### config.mk
export PLATFORM = sky130hd
export DESIGN_NAME = omem_readback_dma
export DESIGN_NICKNAME = d
export VERILOG_FILES = /design/src/rtl/omem_readback_dma_pkg.sv /design/src/rtl/omem_readback_dma_stream_fifo.sv /design/src/rtl/omem_readback_dma.sv
export SDC_FILE = /design/constraint.sdc
export NUM_CORES = 1
export LEC_CHECK = 0
export CORE_AREA = 2 2 189 191
export CTS_BUF_LIST = sky130_fd_sc_hd__clkbuf_16
export DETAILED_ROUTE_END_ITERATION = 16
export DIE_AREA = 0 0 191 193
export PLACE_DENSITY_LB_ADDON = 0.15
export SETUP_SLACK_MARGIN = 0.02
export SYNTH_ARGS = -nofsm -noshare
export SYNTH_HDL_FRONTEND = slang
export SYNTH_SLANG_ARGS = --single-unit
### constraint.sdc
create_clock -name CLK_I -period 3.9 [get_ports CLK_I]
set_input_delay 1.17 -clock CLK_I [delete_from_list [all_inputs] [get_ports CLK_I]]
set_output_delay 1.17 -clock CLK_I [all_outputs]
set_load 0.005 [all_outputs]
### src/rtl/omem_readback_dma_pkg.sv
// rtl/omem_readback_dma_pkg.sv - shared widths, state encoding and core-search helper for the OMEM readback DMA
package omem_readback_dma_pkg;

  localparam int WB_WIDTH      = 32;
  localparam int MAX_CORES     = 4;
  localparam int MAX_CORE_BITS = 2;

  typedef enum logic [2:0] {
    IDLE,
    WAIT_RENDER,
    READ,
    DRAIN,
    FINISH
  } dmaState;

  // Lowest set mask bit at index >= from; result is {found, index}.
  function automatic logic [MAX_CORE_BITS:0] findCore(input logic [MAX_CORES-1:0] mask,
                                                      input int from);
    logic [MAX_CORE_BITS:0] res;
    res = '0;
    for (int i = MAX_CORES - 1; i >= 0; i--) begin
      if (i >= from && mask[i]) res = {1'b1, i[MAX_CORE_BITS-1:0]};
    end
    return res;
  endfunction

endpackage

### src/rtl/omem_readback_dma_stream_fifo.sv
// rtl/omem_readback_dma_stream_fifo.sv - show-ahead FIFO buffering readback beats ahead of the stream port
module omem_stream_fifo #(
  parameter int WIDTH = 66,
  parameter int DEPTH = 4,
  localparam int AW = $clog2(DEPTH)
) (
  input  logic             clk,
  input  logic             rstN,
  input  logic             flush,
  input  logic             push,
  input  logic [WIDTH-1:0] pushData,
  input  logic             pop,
  output logic [WIDTH-1:0] popData,
  output logic             empty,
  output logic [AW:0]      count
);

  logic [WIDTH-1:0] mem [DEPTH];
  logic [AW-1:0]    wrPtr;
  logic [AW-1:0]    rdPtr;
  logic             doPop;

  assign empty   = (count == '0);
  assign doPop   = pop && !empty;
  assign popData = mem[rdPtr];

  // Storage array; written whenever a beat arrives and no flush is in progress.
  always_ff @(posedge clk) begin
    if (push && !flush) mem[wrPtr] <= pushData;
  end

  // Pointers wrap naturally at DEPTH (power of two); count tracks push minus pop.
  always_ff @(posedge clk or negedge rstN) begin
    if (!rstN) begin
      wrPtr <= '0;
      rdPtr <= '0;
      count <= '0;
    end else if (flush) begin
      wrPtr <= '0;
      rdPtr <= '0;
      count <= '0;
    end else begin
      if (push)  wrPtr <= wrPtr + 1'b1;
      if (doPop) rdPtr <= rdPtr + 1'b1;
      case ({push, doPop})
        2'b10:   count <= count + 1'b1;
        2'b01:   count <= count - 1'b1;
        default: count <= count;
      endcase
    end
  end

endmodule

### src/rtl/omem_readback_dma.sv
// rtl/omem_readback_dma.sv - sweeps enabled OMEM banks after render done and streams tagged words out
module omem_readback_dma
  import omem_readback_dma_pkg::*;
#(
  parameter int FIFO_DEPTH = 4
) (
  input  logic                     CLK_I,
  input  logic                     RST_I,
  input  logic                     START_I,
  input  logic                     ABORT_I,
  input  logic [WB_WIDTH-1:0]      LEN_I,
  input  logic [MAX_CORES-1:0]     CMASK_I,
  input  logic                     RDONE_I,
  output logic [MAX_CORE_BITS-1:0] OMBSEL_O,
  output logic [WB_WIDTH-1:0]      OMADR_O,
  input  logic [WB_WIDTH-1:0]      OMEM_I,
  output logic [WB_WIDTH-1:0]      DAT_O,
  output logic [MAX_CORE_BITS-1:0] TAG_O,
  output logic [WB_WIDTH-1:0]      IDX_O,
  output logic                     VLD_O,
  input  logic                     RDY_I,
  output logic                     BUSY_O,
  output logic                     DONE_O
);

  localparam int CW = $clog2(FIFO_DEPTH);
  localparam int FW = MAX_CORE_BITS + WB_WIDTH + WB_WIDTH;

  dmaState                  state, stateNext;
  logic [WB_WIDTH-1:0]      lenReg, addr, inflAddr, lastAdr;
  logic [MAX_CORES-1:0]     maskReg;
  logic [MAX_CORE_BITS-1:0] corePtr, inflCore, lastSel;
  logic                     inflight;
  logic [CW:0]              fifoCount;
  logic                     fifoEmpty;
  logic [FW-1:0]            fifoOut;
  logic [CW+1:0]            occupancy, limit;
  logic [MAX_CORE_BITS:0]   firstHit, nextHit;
  logic                     pop, issue, abortHit, lastAddr, emptyJob;

  assign abortHit  = ABORT_I && (state != IDLE);
  assign firstHit  = findCore(maskReg, 0);
  assign nextHit   = findCore(maskReg, int'(corePtr) + 1);
  assign lastAddr  = (addr == lenReg - WB_WIDTH'(1));
  assign emptyJob  = (maskReg == '0) || (lenReg == '0);
  assign pop       = VLD_O && RDY_I;
  // Reads in flight plus buffered beats must still fit once this cycle's pop leaves.
  assign occupancy = {1'b0, fifoCount} + (CW + 2)'(inflight);
  assign limit     = (CW + 2)'(FIFO_DEPTH) + (CW + 2)'(pop);
  assign issue     = (state == READ) && !abortHit && (occupancy < limit);

  assign OMBSEL_O = issue ? corePtr : lastSel;
  assign OMADR_O  = issue ? addr : lastAdr;
  assign VLD_O    = !fifoEmpty;
  assign {TAG_O, IDX_O, DAT_O} = VLD_O ? fifoOut : '0;
  assign BUSY_O   = (state != IDLE);
  assign DONE_O   = (state == FINISH);

  // State register.
  always_ff @(posedge CLK_I or negedge RST_I) begin
    if (!RST_I) state <= IDLE;
    else        state <= stateNext;
  end

  // Next-state logic; abort overrides every other transition outside IDLE.
  always_comb begin
    stateNext = state;
    case (state)
      IDLE:        if (START_I) stateNext = WAIT_RENDER;
      WAIT_RENDER: if (RDONE_I) stateNext = emptyJob ? FINISH : READ;
      READ:        if (issue && lastAddr && !nextHit[MAX_CORE_BITS]) stateNext = DRAIN;
      DRAIN:       if (!inflight && fifoEmpty) stateNext = FINISH;
      FINISH:      stateNext = IDLE;
      default:     stateNext = IDLE;
    endcase
    if (abortHit) stateNext = IDLE;
  end

  // Job parameters, sweep pointers and the one-deep read-return pipeline.
  always_ff @(posedge CLK_I or negedge RST_I) begin
    if (!RST_I) begin
      lenReg   <= '0;
      maskReg  <= '0;
      corePtr  <= '0;
      addr     <= '0;
      inflight <= 1'b0;
      inflCore <= '0;
      inflAddr <= '0;
      lastSel  <= '0;
      lastAdr  <= '0;
    end else if (abortHit) begin
      inflight <= 1'b0;
    end else begin
      inflight <= issue;
      if (state == IDLE && START_I) begin
        lenReg  <= LEN_I;
        maskReg <= CMASK_I;
      end
      if (state == WAIT_RENDER && RDONE_I) begin
        corePtr <= firstHit[MAX_CORE_BITS-1:0];
        addr    <= '0;
      end
      if (issue) begin
        lastSel  <= corePtr;
        lastAdr  <= addr;
        inflCore <= corePtr;
        inflAddr <= addr;
        if (lastAddr) begin
          if (nextHit[MAX_CORE_BITS]) corePtr <= nextHit[MAX_CORE_BITS-1:0];
          addr <= '0;
        end else begin
          addr <= addr + WB_WIDTH'(1);
        end
      end
    end
  end

  omem_stream_fifo #(
    .WIDTH(FW),
    .DEPTH(FIFO_DEPTH)
  ) u_fifo (
    .clk     (CLK_I),
    .rstN    (RST_I),
    .flush   (abortHit),
    .push    (inflight),
    .pushData({inflCore, inflAddr, OMEM_I}),
    .pop     (pop),
    .popData (fifoOut),
    .empty   (fifoEmpty),
    .count   (fifoCount)
  );

endmodule

# Yosys cells after proc, flatten, opt, wreduce, memory -nomap -nowiden

Memory sizes are Yosys's and may differ from the RTL's.
Index checks and enable logic that the tools add are counted.

Equality and inequality tests: 11
Mux-type cells: 34
Bitwise logic cells: 1
Reduce and logical (&&, ||, !) cells: 33
Add/sub/neg operators: 9
$lt $le $gt $ge: 5

Operator list:

| kind                  | number |
|---|---|
| $mux 32               | 4 |
| $mux 66               | 1 |
| $mux 3                | 11 |
| $add 32x1->32 const B | 1 |
| $eq 32x32->1          | 1 |
| $logic_not 32->1      | 1 |
| $sub 32x1->32 const B | 1 |
| $mux 2                | 13 |
| $logic_and 1x1->1     | 15 |
| $pmux 3 s4            | 1 |
| $ne 3x2->1 const B    | 3 |
| $eq 3x2->1 const B    | 2 |
| $ge 1x3->1 const A    | 2 |
| $ge 2x3->1 const A    | 2 |
| $logic_not 3->1       | 2 |
| $pmux 3 s2            | 1 |
| $reduce_and 2->1      | 3 |
| $reduce_bool 2->1     | 3 |
| $reduce_bool 3->1     | 2 |
| $add 2x1->2 const B   | 2 |
| $add 3x1->4           | 1 |
| $add 3x1->4 const A   | 1 |
| $logic_not 1->1       | 4 |
| $logic_not 4->1       | 1 |
| other kinds (13)      | 15 |

Memories: 1
RAM bits: 264
Register bits after elaboration: 149
Bits of input ports: 74
Output and inout port bits: 103
Word-level logic and storage cells: 107

Memory list:

| name       | depth | bits a word | rd ports | clocked after memory_dff | wr ports | line                                | text |
|---|---|---|---|---|---|---|---|
| u_fifo.mem | 4     | 66          | 1        | 0                        | 1        | omem_readback_dma_stream_fifo.sv:18 | `logic [WIDTH-1:0] mem [DEPTH];` |

# Depth between registers and ports, before layout

Depth in word-level cells: 12
Depth in mapped cells: 13
Mapped depth without buffers: 11

# By module

From an unflattened synthesis, not the netlist that was laid out.

Cell total of the unflattened synthesis: 1,295
Area total of the unflattened synthesis: 17,908.4 um^2

By module, submodules not included:

| module            | cells each | instances | area each (um^2) | sequential area each (um^2) |
|---|---|---|---|---|
| omem_stream_fifo  | 394        | 1         | 10,030.9         | 8,102.8 |
| omem_readback_dma | 901        | 1         | 7,877.6          | 3,553.4 |

# Least setup slack after synthesis

OpenSTA, ideal clock, no wires.

Path kind: input-to-output
From: input RDY_I
To: output OMADR_O[10]
Cell stages on the path: 9
Data arrival time: 2.663 ns
Path buffers: 3
Data required time: 2.730 ns
Setup slack: 0.067 ns
Cell sequence: nor3b_1 -> o21ai_0 -> nand2_1 -> o211ai_1 -> clkbuf_1 -> buf_1 -> buf_1 -> nand2_1 -> nand2_1

Longest elaborated chain between the ends: 5

Ends and longest elaborated chain:

| item              | line                    | text |
|---|---|---|
| from (decl)       | omem_readback_dma.sv:21 | `input logic RDY_I,` |
| $logic_and 1x1->1 | omem_readback_dma.sv:46 | `assign pop = VLD_O && RDY_I;` |
| $add 3x1->4       | omem_readback_dma.sv:49 | `assign limit = (CW + 2)'(FIFO_DEPTH) + (CW + 2)'(pop);` |
| $lt 4x4->1        | omem_readback_dma.sv:50 | `assign issue = (state == READ) && !abortHit && (occupancy < limit);` |
| $logic_and 1x1->1 | omem_readback_dma.sv:50 |  |
| $mux 32           | --                      |  |
| to (decl)         | omem_readback_dma.sv:15 | `output logic [WB_WIDTH-1:0] OMADR_O,` |

Every way passes these cells.

# Final worst setup path

From: register inflight
To: output OMADR_O[18]

Longest elaborated chain between the ends: 4

Ends and longest elaborated chain:

| item                   | line                    | text |
|---|---|---|
| from (decl)            | omem_readback_dma.sv:33 | `logic inflight;` |
| from (signal assigned) | omem_readback_dma.sv:94 | `inflight <= issue;` |
| $add 3x1->4            | omem_readback_dma.sv:48 | `assign occupancy = {1'b0, fifoCount} + (CW + 2)'(inflight);` |
| $lt 4x4->1             | omem_readback_dma.sv:50 |  |
| $logic_and 1x1->1      | omem_readback_dma.sv:50 |  |
| $mux 32                | --                      |  |

Every way passes these cells.

==> results.tsv <==
stage	metric	value	unit
timing	finalCriticalPeriod	3.93	ns
synthesis	synthFlopType	edfxtp_1	
layout	area_growth_syn_to_layout	28.4	%
layout	regArea	11700	µm²
pwr	internal_power	0.0100	W
worst_setup_path	cpMostUsedCell	buf_12	
clock_tree	htree_levels	2	
worst_setup_path	crit_start	inflight$_DFF_PN0_	
timing	fmax	254	MHz
pwr	p_seq_share	39.5	%
clock_tree	cts-root-buf	clkbuf_16	
route	drtPass1Iterations	5	
placement	placed_area	20700	µm²
clock_tree	clock_latency	0.55	ns
grt	grt_max_degree	79	
clock_tree	cts_hold_buf	0	
timing	skew	0.0119	ns
pwr	power_density	625	nW/µm²
layout	drive_gt1_share	25.9	%
grt	overflow	0	
die	die-area	36900	µm²
worst_setup_path	crit_chain	ha_2 > ha_4 > nor3b_4 > o21ai_2 > nand2_1 > o211ai_1 > buf_4 > buf_12 > buf_12 > buf_8 > nand2_4 > nand2_2 > buf_6	
placement	hpwl	26600	µm
status	violations	negative setup slack	
synthesis	syn_area	17900	µm²
synthesis	ys_types	71	
layout	multi_input_area	6160	µm²
route	drt_iter0_drc	683	
layout	fin_area	22900	µm²
worst_setup_path	worst-path-stages	13	
clock_tree	cts.clk_slew.worst_paths	0.06	ns
route	vias_per_cell	5.62	
worst_setup_path	critPathTopFamily	buffers and inverters	
layout	final_nets	1664	
layout	nFillCells	2568	
layout	n_antenna_cell	0	
synthesis	ys_seq_area_share	65.3	%
worst_setup_path	rr_startpoint	lenReg[0]$_DFFE_PN0P_	
clock_tree	cts_buffers	43	
synthesis	ys_warn_count	0	
die	num_rows	69	
placement	io_buffer_count	176	
pwr	ir_drop	443	µV
synthesis	synthesis.nets	1391	
timing	setup_ws	-0.0293	ns
timing	hold_violations	0	
pwr	power.switching	0.00428	W
route	drc	0	
placement	gp_congestion	0.839	
timing	finalMaxSlewViolations	0	
pwr	switching_share	29.9	%
clock_tree	cts_tree	built	
timing	tightest_slew	0.818	ns
synthesis	postSynthAreaPerCell	13.7	µm²
layout	fin_util	65.6	%
clock_tree	cts.sinks	413	
worst_setup_path	crit_arrival	2.76	ns
worst_hold_path	holdPathStages	2	
die	coreArea	35000	µm²
job	max-cap-violations	0	
timing	rsz0062_at_grt	yes	
route	wl_per_cell	20.8	µm
timing	maxSlewHeadroom	45.5	%
worst_setup_path	worstPathMaxFanout	6	
timing	setup_viol	4	
grt	grtUsageTotal	23.6	%
pwr	power	0.0143	W
die	die-width	191	µm
worst_hold_path	hp-class	reg -> reg	
die	num_io_pins	177	
grt	grt_pass1_wl	65800	µm
grt	antenna_found_initial	0	
synthesis	synth_async_sr_flop_share	36.1	%
pwr	p_clk_share	28.0	%
pwr	power_frac_comb	32.5	%
synthesis	ys_ff_latch	413	
worst_setup_path	slowest_delay	0.40	ns
worst_setup_path	cp-start-kind	flip-flop	
worst_setup_path	cp.required	2.73	ns
worst_setup_path	endpoint	OMADR_O[18]	
worst_setup_path	r2r_slack	0.26	ns
status	run_status	finished with violations	
worst_setup_path	critPathKind	reg -> out	
route	wirelength	43100	µm
timing	finalCritPeriodShare	101	%
die	start_util	51.1	%
worst_setup_path	slowest_stage	dfrtp_1	
synthesis	synthCells	1308	
die	die_h	193	µm
pwr	p_leak	9.20	nW
worst_setup_path	r2r-end	addr[6]$_DFFE_PN0P_	
route	antenna_left	0	
synthesis	synth_edf_count	264	
worst_setup_path	r2r_cells	12	
worst_setup_path	critPathCaptureType	output pin	
clock_tree	cts_max_path_buffers	3	
route	vias	11664	
grt	grt_pass1_vias	11666	
worst_setup_path	cp_num_buf_inv	5	
worst min-delay path, cell delays in order (launching register included):
cell	delay, ns
dfrtp_1	0.33
nand2_2	0.05
nand2_1	0.06
cells by family after synthesis:
family / count (synthesis) / share of synthesized area (%)
AND/OR/NAND/NOR: 530 / 14.4
flip-flops: 413 / 65.3
AO/OA/AOI/OAI: 119 / 4.88
multiplexers: 101 / 10.5
buffers and inverters: 96 / 2.28
XOR/XNOR: 40 / 1.96
adder cells (fa/ha/maj): 9 / 0.673
registers in the layout, summed over array words and instances, names as in the netlist, 3 cells and up:
signal        flops
inflAddr         32
addr             32
u_fifo.count      3
maskReg           4
u_fifo.mem      264
lastAdr          32
lenReg           32
state             3
cell usage after synthesis (all sizes together) (13+ instances only):
library cell / number / area, µm²
edfxtp: 264 / 7930
nand2: 254 / 953
dfrtp: 149 / 3730
and2: 71 / 444
mux4: 66 / 1490
nor2: 61 / 229
clkbuf: 56 / 210
mux2: 31 / 349
nand3: 28 / 140
buf: 26 / 144
o21ai: 25 / 125
xor2: 22 / 193
nor3: 20 / 100
nor4: 19 / 168
xnor2: 18 / 158
a21oi: 14 / 70.1
a221o: 14 / 140
inv: 14 / 52.6
nand4: 13 / 81.3
what timing repair did:
action | CTS | global route
resized for setup | 171 | 106
buffers inserted | 32 | 7
setup endpoints to repair | 47 | 47
pin swaps | 18 | 29
cloned | 5 | 1
area by class of cell:
cell class	instances	share of cell area, %
clock buffer	43	4.69
timing repair buffer	310	13.4
multi-input combinational	799	26.9
inverter	14	0.229
tap	461	2.52
sequential	413	50.9
clock inverter	36	1.36
power groups by stage:
stage,clock network (W),registers [W],logic (W)
2_1_floorplan,0,0.00549,0.00259
3_3_place_gp,0,0.00572,0.00434
3_5_place_dp,0,0.00574,0.00437
4_1_cts,0.00410,0.00564,0.00464
5_1_grt,0.00427,0.00573,0.00508
6_report,0.00401,0.00565,0.00466
routing by layer:
metal | share of wire (%) | global-route usage (%)
met5 | 0 | 0
met4 | 3.4 | 9.21
met3 | 5.4 | 3.62
met2 | 51 | 40.6
met1 | 40 | 30.5
metrics by stage:
| step | setup TNS, ns | setup slack [ns] | hold WS [ns] | cells |
|---|---|---|---|---|
| 3_5_place_dp | -19.24 | -0.597 | 0.458 | 1955 |
| 5_1_grt | -1.34 | -0.148 | 0.499 | 2076 |
| 3_3_place_gp | -15.46 | -0.505 | 0.452 | 1955 |
| 4_1_cts | -0.466 | -0.0847 | 0.475 | 2070 |
| 2_1_floorplan | 0 | 0.0674 | 0.440 | 1308 |
| 6_report | -0.0936 | -0.0293 | 0.470 | 2076 |
how the worst min path moves through the flow:
stage                                  startpoint                       to
after floorplan           lastAdr[31]$_DFFE_PN0N_  lastAdr[31]$_DFFE_PN0N_
after global placement    lastAdr[25]$_DFFE_PN0N_  lastAdr[25]$_DFFE_PN0N_
after detailed placement   lastSel[1]$_DFFE_PN0N_   lastSel[1]$_DFFE_PN0N_
after CTS                  lastSel[1]$_DFFE_PN0N_   lastSel[1]$_DFFE_PN0N_
after global routing       lastAdr[2]$_DFFE_PN0N_   lastAdr[2]$_DFFE_PN0N_
final                      lastSel[1]$_DFFE_PN0N_   lastSel[1]$_DFFE_PN0N_
layout by cell type, fill, tap and decap left out, types with 33 or more instances in the layout:
cell and n:
edfxtp_1 264, nand2_1 193, dfrtp_1 146, clkdlybuf4s50_1 139, buf_4 95, and2_1 71, mux4_2 66, nor2_1 60
clkbuf_16 44, nand2_2 33
Power figures use the tool's default switching activity.
